**src/rtl/dl_pwm_pkg.sv**
```systemverilog
// Shared types for the dl_pwm_gen PWM generator.
//   pwm_state_t : controller state (idle, generating, finishing last period)
//   PWM_STATE_W : encoded state width
package dl_pwm_pkg;

    localparam int PWM_STATE_W = 2;

    typedef enum logic [PWM_STATE_W-1:0] {
        PWM_IDLE,
        PWM_RUN,
        PWM_STOP
    } pwm_state_t;

endpackage

```
**src/rtl/dl_pwm_shadow.sv**
```systemverilog
// Pending/active configuration register pair for dl_pwm_gen.
// Ports:
//   clk, rst          : clock, synchronous active-high reset
//   idle              : controller is in IDLE (accepted config loads active directly)
//   boundary          : period boundary this cycle (pending config becomes active)
//   cfg_valid/ready   : config handshake; ready while no config is pending
//   cfg_period/duty   : offered config values
//   active_period/duty: config governing the current period
//   duty_next         : value active_duty takes at the coming edge
module dl_pwm_shadow #(
    parameter int NUM_BITS = 8
) (
    input  logic                clk,
    input  logic                rst,
    input  logic                idle,
    input  logic                boundary,
    input  logic                cfg_valid,
    output logic                cfg_ready,
    input  logic [NUM_BITS-1:0] cfg_period,
    input  logic [NUM_BITS-1:0] cfg_duty,
    output logic [NUM_BITS-1:0] active_period,
    output logic [NUM_BITS-1:0] active_duty,
    output logic [NUM_BITS-1:0] duty_next
);

    logic                pending_valid;
    logic [NUM_BITS-1:0] pending_period;
    logic [NUM_BITS-1:0] pending_duty;

    logic                accept;
    logic                pending_valid_n;
    logic [NUM_BITS-1:0] pending_period_n;
    logic [NUM_BITS-1:0] pending_duty_n;
    logic [NUM_BITS-1:0] period_next;

    assign cfg_ready = !pending_valid;
    assign accept    = cfg_valid && cfg_ready;

    // accept requires pending_valid=0, so an accept and a pending apply
    // can never coincide; an accept on a boundary edge just waits a period.
    always_comb begin
        pending_valid_n  = pending_valid;
        pending_period_n = pending_period;
        pending_duty_n   = pending_duty;
        period_next      = active_period;
        duty_next        = active_duty;
        if (idle) begin
            if (accept) begin
                period_next = cfg_period;
                duty_next   = cfg_duty;
            end
        end else begin
            if (boundary && pending_valid) begin
                period_next     = pending_period;
                duty_next       = pending_duty;
                pending_valid_n = 1'b0;
            end
            if (accept) begin
                pending_period_n = cfg_period;
                pending_duty_n   = cfg_duty;
                pending_valid_n  = 1'b1;
            end
        end
    end

    always_ff @(posedge clk) begin
        if (rst) begin
            pending_valid  <= 1'b0;
            pending_period <= '0;
            pending_duty   <= '0;
            active_period  <= '0;
            active_duty    <= '0;
        end else begin
            pending_valid  <= pending_valid_n;
            pending_period <= pending_period_n;
            pending_duty   <= pending_duty_n;
            active_period  <= period_next;
            active_duty    <= duty_next;
        end
    end

endmodule

```
**src/rtl/dl_pwm_gen.sv**
```systemverilog
// Programmable PWM generator driven by a prescaler tick.
// Ports:
//   clk, rst        : clock, synchronous active-high reset
//   tick_en         : one-cycle count enable from the prescaler
//   run             : 1 = generate, 0 = stop at the next period boundary
//   cfg_valid/ready : config handshake (period/duty), applied at boundaries
//   cfg_period      : terminal count, period = cfg_period+1 ticks
//   cfg_duty        : high ticks per period
//   pwm_out         : registered PWM output
//   period_done     : one-cycle pulse after each boundary edge
//   cnt             : current period count
module dl_pwm_gen
    import dl_pwm_pkg::*;
#(
    parameter int NUM_BITS = 8
) (
    input  logic                clk,
    input  logic                rst,
    input  logic                tick_en,
    input  logic                run,
    input  logic                cfg_valid,
    output logic                cfg_ready,
    input  logic [NUM_BITS-1:0] cfg_period,
    input  logic [NUM_BITS-1:0] cfg_duty,
    output logic                pwm_out,
    output logic                period_done,
    output logic [NUM_BITS-1:0] cnt
);

    pwm_state_t          state;
    pwm_state_t          state_n;
    logic [NUM_BITS-1:0] cnt_n;
    logic                boundary;
    logic                pwm_n;
    logic [NUM_BITS-1:0] active_period;
    logic [NUM_BITS-1:0] active_duty;
    logic [NUM_BITS-1:0] duty_next;

    assign boundary = (state != PWM_IDLE) && tick_en && (cnt == active_period);

    dl_pwm_shadow #(
        .NUM_BITS(NUM_BITS)
    ) u_shadow (
        .clk          (clk),
        .rst          (rst),
        .idle         (state == PWM_IDLE),
        .boundary     (boundary),
        .cfg_valid    (cfg_valid),
        .cfg_ready    (cfg_ready),
        .cfg_period   (cfg_period),
        .cfg_duty     (cfg_duty),
        .active_period(active_period),
        .active_duty  (active_duty),
        .duty_next    (duty_next)
    );

    always_comb begin
        state_n = state;
        cnt_n   = cnt;
        case (state)
            PWM_IDLE: begin
                cnt_n = '0;
                if (run) state_n = PWM_RUN;
            end
            PWM_RUN, PWM_STOP: begin
                if (tick_en) cnt_n = boundary ? '0 : cnt + NUM_BITS'(1);
                if (state == PWM_RUN) begin
                    if (!run) state_n = boundary ? PWM_IDLE : PWM_STOP;
                end else begin
                    if (boundary)  state_n = PWM_IDLE;
                    else if (run)  state_n = PWM_RUN;
                end
            end
            default: begin
                state_n = PWM_IDLE;
                cnt_n   = '0;
            end
        endcase
        // Compare against post-edge values so pwm_out has no extra lag.
        pwm_n = (state_n != PWM_IDLE) && (cnt_n < duty_next);
    end

    always_ff @(posedge clk) begin
        if (rst) begin
            state       <= PWM_IDLE;
            cnt         <= '0;
            pwm_out     <= 1'b0;
            period_done <= 1'b0;
        end else begin
            state       <= state_n;
            cnt         <= cnt_n;
            pwm_out     <= pwm_n;
            period_done <= boundary;
        end
    end

endmodule

```
**config.mk**
```make
export PLATFORM = sky130hd
export DESIGN_NAME = dl_pwm_gen
export DESIGN_NICKNAME = d
export VERILOG_FILES = /design/src/rtl/dl_pwm_pkg.sv /design/src/rtl/dl_pwm_shadow.sv /design/src/rtl/dl_pwm_gen.sv
export SDC_FILE = /design/constraint.sdc
export NUM_CORES = 1
export LEC_CHECK = 0
export ABC_AREA = 1
export BUFFER_PORTS_ARGS = -buffer_cell sky130_fd_sc_hd__buf_2
export CAP_MARGIN = 15
export CORE_MARGIN = 2
export CORE_UTILIZATION = 45
export CTS_CLUSTER_SIZE = 12
export DETAILED_ROUTE_END_ITERATION = 8
export PLACE_DENSITY_LB_ADDON = 0.15
export SETUP_SLACK_MARGIN = 0.5
export SKIP_LAST_GASP = 1
export SYNTH_ARGS = -nofsm -noshare
export SYNTH_HDL_FRONTEND = slang
export SYNTH_SLANG_ARGS = --single-unit
```
**constraint.sdc**
```tcl
create_clock -name clk -period 2.8 [get_ports clk]
set_input_delay 0.56 -clock clk [delete_from_list [all_inputs] [get_ports clk]]
set_output_delay 0.56 -clock clk [all_outputs]
set_load 0.01 [all_outputs]
```
==> flow_summary_export.csv, run 1 <==
group,metric,value,unit
run_status,status,"finished clean",
sta,relSlewSlack,70.4,%
cells_and_area,syn_to_final_growth,21.0,%
cts,clkLatencyLatePin,300,ps
grt,grt_pass1_wl,9470,µm
setup_path,crit_family,"simple AND/OR/NAND/NOR gates",
synthesis,synthesis.area,2390,µm²
route,vias,2183,
cts,cts_root_buffer,"clkbuf_8",
setup_path,worst-path-buf-inv,3,
cts,cts_buffer_depth,2,
setup_path,cpMostUsedCell,"nand2_1",
synthesis,yosysWarnings,0,
grt,grt_usage,20.0,%
grt,antenna_found_initial,0,
synthesis,synth_top_area_share,37.6,%
placed_design,gp_congestion,0.889,
sta,finalCritPeriodShare,87.1,%
setup_path,cp_cell_sequence,"inv_4 -> ha_4 -> clkinv_4 -> nand2_2 -> nor2_1 -> nand2_1 -> nor2_4 -> buf_6 -> nand3_4 -> o21ai_2 -> a21oi_2 -> ha_1 -> nand2_1 -> nor2_1 -> a2111oi_2 -> nand2_1 -> a21oi_2",
synthesis,ys.flop_type,"dfxtp_1",
synthesis,post-synth-top-count-cell,"nand2_1",
synthesis,synth_top_cells_by_area,"dfxtp_1, nand2_1, a21oi_1, ha_1, inv_1",
route,wl_per_cell,12.7,µm
route,drtIter0Drc,109,
sta,slew_viol_final,0,
route,ant_nets,0,
sta,rsz0062_at_grt,"yes",
setup_path,critPathLaunchType,"flop",
setup_path,slowest_delay,360,ps
floorplan,rows,26,
route,drcViolationCount,0,
pwr,p_per_area,573,nW/µm²
floorplan,initial_core_util,46.9,%
floorplan,pin_count,32,
synthesis,synthArstFlopShare,0,%
setup_path,arrival,2680,ps
synthesis,synth_edf_count,0,
synthesis,synth-seq-area-share,37.6,%
min_path,holdCritPathClass,"reg -> reg",
synthesis,synthTopCellsByCount,"nand2_1, dfxtp_1, a21oi_1, inv_1, nor2_1",
floorplan,die_h,76.9,µm
floorplan,coreArea,5110,µm²
placed_design,dp_cells,422,
cells_and_area,final_net_count,401,
sta,post-route-min-period,2440,ps
sta,worstMarginPinSlew,443,ps
sta,clock_skew,4.50,ps
sta,setup_slack,362,ps
synthesis,avgSynthCellArea,7.30,µm²
sta,setup_tns,0,ps
setup_path,endpoint_kind,"flop",
synthesis,syn-num-nets,360,
cts,cts.sinks,45,
grt,grt_max_degree,36,
synthesis,synth-seq-cells,45,
cells_and_area,fin_cells,440,
grt,overflow,0,
cts,htree_num_levels,2,
setup_path,critPathMaxFanout,4,
setup_path,cp.required,3040,ps
floorplan,dieWidth,76.9,µm
sta,setup_viol,0,
cts,cts_tree,"built",
cells_and_area,drive_above_1_share,27.8,%
cells_and_area,fillerInstances,487,
run,maxCapViolations,0,
route,drt_pass1_iterations,4,
placed_design,pre_cts_ws,152,ps
synthesis,synth_cells,328,
cts,hold_buffers,0,
floorplan,dieArea,5920,µm²
pwr,vdd.ir_drop.worst,300,µV
placed_design,port_buffers,31,
cts,clkTransAtPathRegs,90,ps
sta,hold_viol_final,0,
cells_and_area,n_antenna_cell,0,
pwr,power.leakage,0.00119,µW
sta,hold_ws,464,ps
synthesis,synth_cell_type_count,33,
placed_design,hpwl,3890,µm
setup_path,cp_slowest_cell,"dfxtp_2",
route,viasPerCell,4.96,
cts,cts_buffers,5,
cells_and_area,fin_util,56.7,%
grt,grt_pass1_vias,1976,
setup_path,path_class,"reg -> reg",
sta,achievable-frequency,0.410,GHz
synthesis,yosysTopAreaCell,"dfxtp_1",
route,wl,5590,µm
-- where the power goes --
group	switching (µW)	internal [µW]	total, µW
logic	221	138	358
registers	28.2	687	715
clock network	232	355	586
-- metrics by stage --
step / power [µW] / instance area, µm²
floorplan: 972 / 2420
global placement: 1050 / 2640
detailed placement: 1060 / 2640
CTS: 1660 / 2850
global route: 1740 / 2900
finish: 1660 / 2900
-- cell families after synthesis --
logic type               Yosys count  synth area share [%]
flip-flops                        45                  37.6
buffers and inverters             42                  7.53
XOR/XNOR                           7                  2.56
AND/OR/NAND/NOR                  151                  27.9
AO/OA/AOI/OAI                     72                  18.6
adder cells (fa/ha/maj)           11                  5.75
-- path summary, 6_finish.rpt --
| path | slack [ps] | cells after the start | from | end |
|---|---|---|---|---|
| min | 460 | 2 | u_shadow.pending_period[5] | u_shadow.pending_period[5] |
| min reg2reg | 460 | 2 | u_shadow.pending_period[5] | u_shadow.pending_period[5] |
| max | 360 | 17 | state[1] | pwm_out |
| max reg2reg | 360 | 17 | state[1] | pwm_out |
-- worst register-to-register path: cells and delay by family (launching register included) --
kind	cells	cell delay, ps
compound gates	4	620
simple gates	8	700
flops	1	360
fa+ha+maj	2	470
buf+inv	3	210
-- flip-flops by register name (all words and copies together), names as in the netlist, 2 cells and up --
register,flops
u_shadow.active_duty,8
cnt,8
u_shadow.active_period,8
state,2
u_shadow.pending_duty,8
u_shadow.pending_period,8
-- final cells by class --
| type | instances | area (µm²) | area share, % |
|---|---|---|---|
| multi-input combinational | 242 | 1380 | 47.6 |
| sequential | 45 | 905 | 31.2 |
| timing repair buffer | 47 | 279 | 9.64 |
| inverter | 28 | 113 | 3.89 |
| tap | 70 | 87.6 | 3.03 |
| clock buffer | 5 | 68.8 | 2.38 |
| clock inverter | 3 | 65.1 | 2.25 |
-- cell usage in the layout, fill, tap and decap left out, types with 8 or more instances in the layout --
| cell | synthesis | final |
|---|---|---|
| a21oi_1 | 28 | 27 |
| o21ai_0 | 14 | 14 |
| buf_4 | 0 | 15 |
| a21oi_2 | 8 | 9 |
| nor2_1 | 22 | 22 |
| inv_1 | 24 | 23 |
| dfxtp_1 | 45 | 42 |
| a31oi_1 | 9 | 9 |
| buf_2 | 5 | 31 |
| nand2_2 | 5 | 8 |
| nand2_1 | 83 | 80 |
| nor3_1 | 9 | 9 |
| nand3_1 | 15 | 15 |
| ha_1 | 11 | 9 |
-- metal layers --
metal / GRT usage, % / share of wire, % / up-vias
met5: 0 / 0 / -
li1: - / - / 1163
met2: 31.8 / 46 / 36
met1: 27.8 / 50 / 982
met3: 2.94 / 3.7 / 2
met4: 6.36 / 0.38 / 0
-- repair_timing --
item | in CTS | in global routing
pin swaps | 10 | 10
endpoints found under the setup margin | 1 | 1
gates resized for setup | 7 | 5
setup buffers | 7 | 2
endpoints found under the hold margin | 0 | 0
gates cloned | 1 | 0
(Power assumes the default switching activity.)
==> run 2, diff against run 1 <==
==> constraint.sdc (replaced) <==
create_clock -name clk -period 2.8 [get_ports clk]
set_input_delay 0.28 -clock clk [delete_from_list [all_inputs] [get_ports clk]]
set_output_delay 0.28 -clock clk [all_outputs]
set_load 0.01 [all_outputs]
==> flow_summary_export.csv, run 2 (synthesis results as in run 1) <==
group,metric,value,unit
pwr,p_clk_share,35.8,%
setup_path,critPathLaunchType,"flop",
floorplan,dieArea,5920,µm²
run,maxCapViolations,0,
cells_and_area,layout_common_cells,"nand2_1, dfxtp_1, buf_2",
route,viasPerCell,5.01,
setup_path,endpoint_kind,"flop",
setup_path,cp_cell_sequence,"inv_4 -> ha_4 -> clkinv_4 -> nand2_2 -> nor2_2 -> nand2_2 -> nor2_4 -> nand3_4 -> nand2_2 -> o21ai_2 -> a21oi_2 -> ha_4 -> a21oi_2 -> nor2_2 -> a2111oi_4 -> nand2_1 -> a21oi_2",
cts,cts_buffer_depth,2,
grt,grt_max_degree,36,
sta,hold_ws,236,ps
cells_and_area,regArea,906,µm²
pwr,p_sw_share,29.4,%
setup_path,slowest_delay,360,ps
floorplan,pin_count,32,
cts,cts_tree,"built",
pwr,p_seq_share,42.9,%
grt,overflow,0,
sta,finalCritPeriodShare,89.1,%
sta,setup_viol,0,
cts,htree_num_levels,2,
floorplan,rows,26,
route,wl_per_cell,13.2,µm
sta,rsz0062_at_grt,"yes",
sta,achievable-frequency,0.401,GHz
cells_and_area,multi_input_area,1400,µm²
setup_path,path_class,"reg -> reg",
pwr,power.leakage,0.00117,µW
cells_and_area,layout_commonest_cell,"nand2_1",
setup_path,arrival,2740,ps
cts,cts_buffers,5,
pwr,p_per_area,578,nW/µm²
cells_and_area,n_antenna_cell,0,
grt,antenna_found_initial,0,
grt,grt_usage,20.5,%
sta,slew_viol_final,0,
sta,relSlewSlack,52.8,%
min_path,holdCritPathClass,"in -> reg",
route,drt_pass1_iterations,4,
floorplan,coreArea,5110,µm²
setup_path,critPathMaxFanout,5,
pwr,p_comb_share,21.3,%
sta,setup_tns,0,ps
pwr,vdd.ir_drop.worst,271,µV
floorplan,initial_core_util,46.9,%
pwr,internal_power,1180,µW
setup_path,cp.required,3040,ps
setup_path,cp_slowest_cell,"dfxtp_2",
grt,grt_pass1_vias,2024,
route,drtIter0Drc,76,
cells_and_area,drive_above_1_share,27.9,%
placed_design,gp_congestion,0.842,
floorplan,dieWidth,76.9,µm
route,vias,2179,
route,drcViolationCount,0,
pwr,p_sw,490,µW
cells_and_area,final_net_count,396,
cells_and_area,fillerInstances,505,
placed_design,port_buffers,31,
cts,cts.sinks,45,
floorplan,die_h,76.9,µm
route,ant_nets,0,
grt,grt_pass1_wl,9620,µm
cts,clkLatencyLatePin,300,ps
run_status,status,"finished clean",
sta,worstMarginPinSlew,708,ps
sta,hold_viol_final,0,
sta,post-route-min-period,2500,ps
sta,clock_skew,8.58,ps
cells_and_area,syn_to_final_growth,20.4,%
cts,cts_root_buffer,"clkbuf_8",
placed_design,hpwl,3940,µm
cts,clkTransAtPathRegs,90,ps
route,wl,5730,µm
run 2: layout make-up:
| class | count | share of cell area [%] |
|---|---|---|
| clock inverter | 3 | 2.39 |
| multi-input combinational | 242 | 48.5 |
| timing repair buffer | 42 | 8.38 |
| clock buffer | 5 | 2.39 |
| inverter | 28 | 3.91 |
| sequential | 45 | 31.4 |
| tap | 70 | 3.04 |
run 2: metrics by stage:
stage	instance area (µm²)	setup slack, ps	instances	utilization (%)	power (µW)
after floorplan	2420	282	328	-	972
after global placement	2630	266	421	51.5	1050
after detailed placement	2630	237	421	51.5	1060
after CTS	2830	329	434	55.4	1670
after global routing	2880	114	435	56.4	1750
final	2880	304	435	56.4	1670
run 2: power by group through the flow:
stage               clock network [µW]  registers (µW)  logic (µW)
detailed placement                   0             730         330
finish                             597             715         354
global route                       633             720         400
global placement                     0             729         325
CTS                                606             714         347
floorplan                            0             724         248
run 2: metal layers:
| layer | global-route usage [%] | routed length, µm | vias to the layer above |
|---|---|---|---|
| met5 | 0 | 0 | - |
| met4 | 7.45 | 107 | 0 |
| met3 | 4.82 | 298 | 10 |
| met2 | 32.6 | 2680 | 51 |
| met1 | 27.1 | 2640 | 964 |
| li1 | - | - | 1154 |
run 2: final timing paths:
| kind | from | end | slack (ps) | cells past startpoint |
|---|---|---|---|---|
| max | state[1] | pwm_out | 300 | 17 |
| max reg2reg | state[1] | pwm_out | 300 | 17 |
| min reg2reg | u_shadow.pending_period[6] | u_shadow.pending_period[6] | 460 | 2 |
| min | cfg_period[7] | u_shadow.active_period[7] | 240 | 3 |
run 2: worst max-delay path, delay by kind of cell, from the launching register on:
family | cells | cell delay [ps]
flip-flops | 1 | 360
AND/OR/NAND/NOR | 8 | 780
AO/OA/AOI/OAI | 5 | 790
buffers and inverters | 2 | 90
adder cells (fa/ha/maj) | 2 | 410
run 2: repair_timing:
action                     4_1_cts  5_1_grt
setup endpoints to repair        1        1
hold buffers                     0        0
resized for setup                7       10
gates cloned                     1        0
buffers inserted                 4        1
pin swaps                        5       10
==> run 3, diff against run 2 <==
Settings changed: CELL_PAD_IN_SITES_DETAIL_PLACEMENT set to 1, CELL_PAD_IN_SITES_GLOBAL_PLACEMENT set to 1, CORE_UTILIZATION 45 to 41.
==> flow_summary_export.csv, run 3 (synthesis results as in run 1) <==
group,metric,value,unit
run_status,status,"finished clean",
sta,relSlewSlack,67.6,%
pwr,p_sw,503,µW
placed_design,port_buffers,31,
placed_design,hpwl,4790,µm
run,maxCapViolations,0,
floorplan,rows,27,
route,viasPerCell,5.25,
pwr,p_seq_share,47.6,%
route,vias,2350,
cts,clkTransAtPathRegs,90,ps
route,drtIter0Drc,43,
cts,cts_buffer_depth,2,
floorplan,coreArea,5570,µm²
route,ant_nets,0,
floorplan,die_h,80.4,µm
grt,overflow,0,
sta,finalCritPeriodShare,89.3,%
setup_path,slowest_delay,360,ps
setup_path,path_class,"reg -> reg",
pwr,p_clk_share,27.0,%
setup_path,endpoint_kind,"flop",
floorplan,dieWidth,80.4,µm
grt,grt_pass1_wl,11300,µm
pwr,power.leakage,0.00119,µW
cells_and_area,syn_to_final_growth,20.9,%
route,drcViolationCount,0,
sta,worstMarginPinSlew,486,ps
grt,grt_usage,23.0,%
cells_and_area,drive_above_1_share,30.1,%
sta,slew_viol_final,0,
sta,post-route-min-period,2500,ps
route,wl_per_cell,15.5,µm
pwr,internal_power,1000,µW
setup_path,crit_start,"state[1]",
sta,hold_viol_final,0,
setup_path,cp_cell_sequence,"inv_4 -> ha_4 -> clkinv_4 -> nand2_2 -> nor2_2 -> nand2_2 -> nor2_4 -> nand3_4 -> nand2_2 -> o21ai_2 -> a21oi_2 -> ha_1 -> a21oi_2 -> nor2_1 -> a2111oi_2 -> nand2_1 -> a21oi_2",
route,drt_pass1_iterations,4,
cts,htree_num_levels,2,
cells_and_area,fin_cells,448,
route,wl,6960,µm
grt,grt_max_degree,36,
pwr,p_sw_share,33.5,%
min_path,holdCritPathClass,"in -> reg",
cts,cts_tree,"built",
cells_and_area,layout_common_cells,"nand2_1, dfxtp_1, buf_2",
cts,clkLatencyLatePin,300,ps
cells_and_area,multi_input_area,1380,µm²
cells_and_area,final_net_count,407,
setup_path,arrival,2750,ps
sta,achievable-frequency,0.400,GHz
pwr,vdd.ir_drop.worst,244,µV
setup_path,cp.required,3050,ps
setup_path,crit-reg2reg-capture,"pwm_out",
setup_path,endpoint,"pwm_out",
cells_and_area,regArea,906,µm²
grt,grt_pass1_vias,2321,
sta,clock_skew,7.12,ps
setup_path,critPathLaunchType,"flop",
setup_path,critPathMaxFanout,5,
cells_and_area,fillerInstances,739,
setup_path,cp_slowest_cell,"dfxtp_2",
floorplan,dieArea,6460,µm²
pwr,p_per_area,520,nW/µm²
pwr,p_comb_share,25.4,%
setup_path,r2r_cells,17,
floorplan,pin_count,32,
sta,rsz0062_at_grt,"yes",
cts,hold_buffers,0,
setup_path,reg2reg_slack,300,ps
floorplan,initial_core_util,42.9,%
placed_design,dp_cells,425,
sta,setup_tns,0,ps
sta,setup_viol,0,
cts,cts_root_buffer,"clkbuf_8",
cells_and_area,layout_commonest_cell,"nand2_1",
cts,cts_buffers,5,
cells_and_area,n_antenna_cell,0,
placed_design,gp_congestion,0.815,
setup_path,reg2reg_from,"state[1]",
cts,cts.sinks,45,
grt,antenna_found_initial,0,
-- run 3: final cells by class --
class	instances	share of cell area [%]
clock buffer	5	2.38
clock inverter	3	0.605
inverter	28	3.89
multi-input combinational	242	47.5
sequential	45	31.3
tap	72	3.11
timing repair buffer	53	11.2
-- run 3: power groups by stage --
| stage | logic [µW] | clock network [µW] | registers, µW |
|---|---|---|---|
| detailed placement | 345 | 0 | 731 |
| finish | 382 | 407 | 715 |
| global route | 429 | 446 | 722 |
| CTS | 364 | 422 | 715 |
| floorplan | 248 | 0 | 724 |
| global placement | 332 | 0 | 729 |
-- run 3: timing repair --
| item | 4_1_cts | 5_1_grt |
|---|---|---|
| cloned | 1 | 0 |
| setup buffers | 6 | 8 |
| pin swaps | 6 | 15 |
| endpoints found under the setup margin | 1 | 1 |
| resized for setup | 8 | 8 |
-- run 3: how the worst min path moves through the flow --
stage	startpoint	end	slack (ps)	cells after the start
floorplan	cfg_period[0]	u_shadow.active_period[0]	430	2
global placement	u_shadow.pending_period[2]	u_shadow.pending_period[2]	450	2
detailed placement	u_shadow.pending_period[5]	u_shadow.pending_period[5]	450	2
CTS	cfg_period[1]	u_shadow.active_period[1]	230	3
global route	cfg_period[1]	u_shadow.active_period[1]	250	3
finish	cfg_period[4]	u_shadow.pending_period[4]	240	3
-- run 3: routing by layer --
layer	share of wire [%]	track usage, %	wire (µm)	vias to the layer above
met5	0	0	0	-
met4	1.3	7.29	92	0
met3	2.9	3.03	204	10
met2	50	39.8	3470	31
met1	46	29.6	3190	1137
li1	-	-	-	1172
-- run 3: per-stage QoR --
stage                     hold WS (ps)  worst slack [ps]  cell area (µm²)  total power, µW  utilization, %
after floorplan                    434               282             2420              972               -
after global placement             450               204             2650             1060            47.5
after detailed placement           454              93.1             2650             1080            47.5
after CTS                          233               300             2810             1500            50.4
after global routing               249               134             2890             1600            51.9
final                              243               300             2890             1500            51.9
-- run 3: critical path, delay by kind of cell, from the launching register on --
| family | cells | cell delay [ps] |
|---|---|---|
| AND/OR/NAND/NOR | 8 | 800 |
| flip-flops | 1 | 360 |
| adder cells (fa/ha/maj) | 2 | 440 |
| AO/OA/AOI/OAI | 5 | 740 |
| buffers and inverters | 2 | 90 |
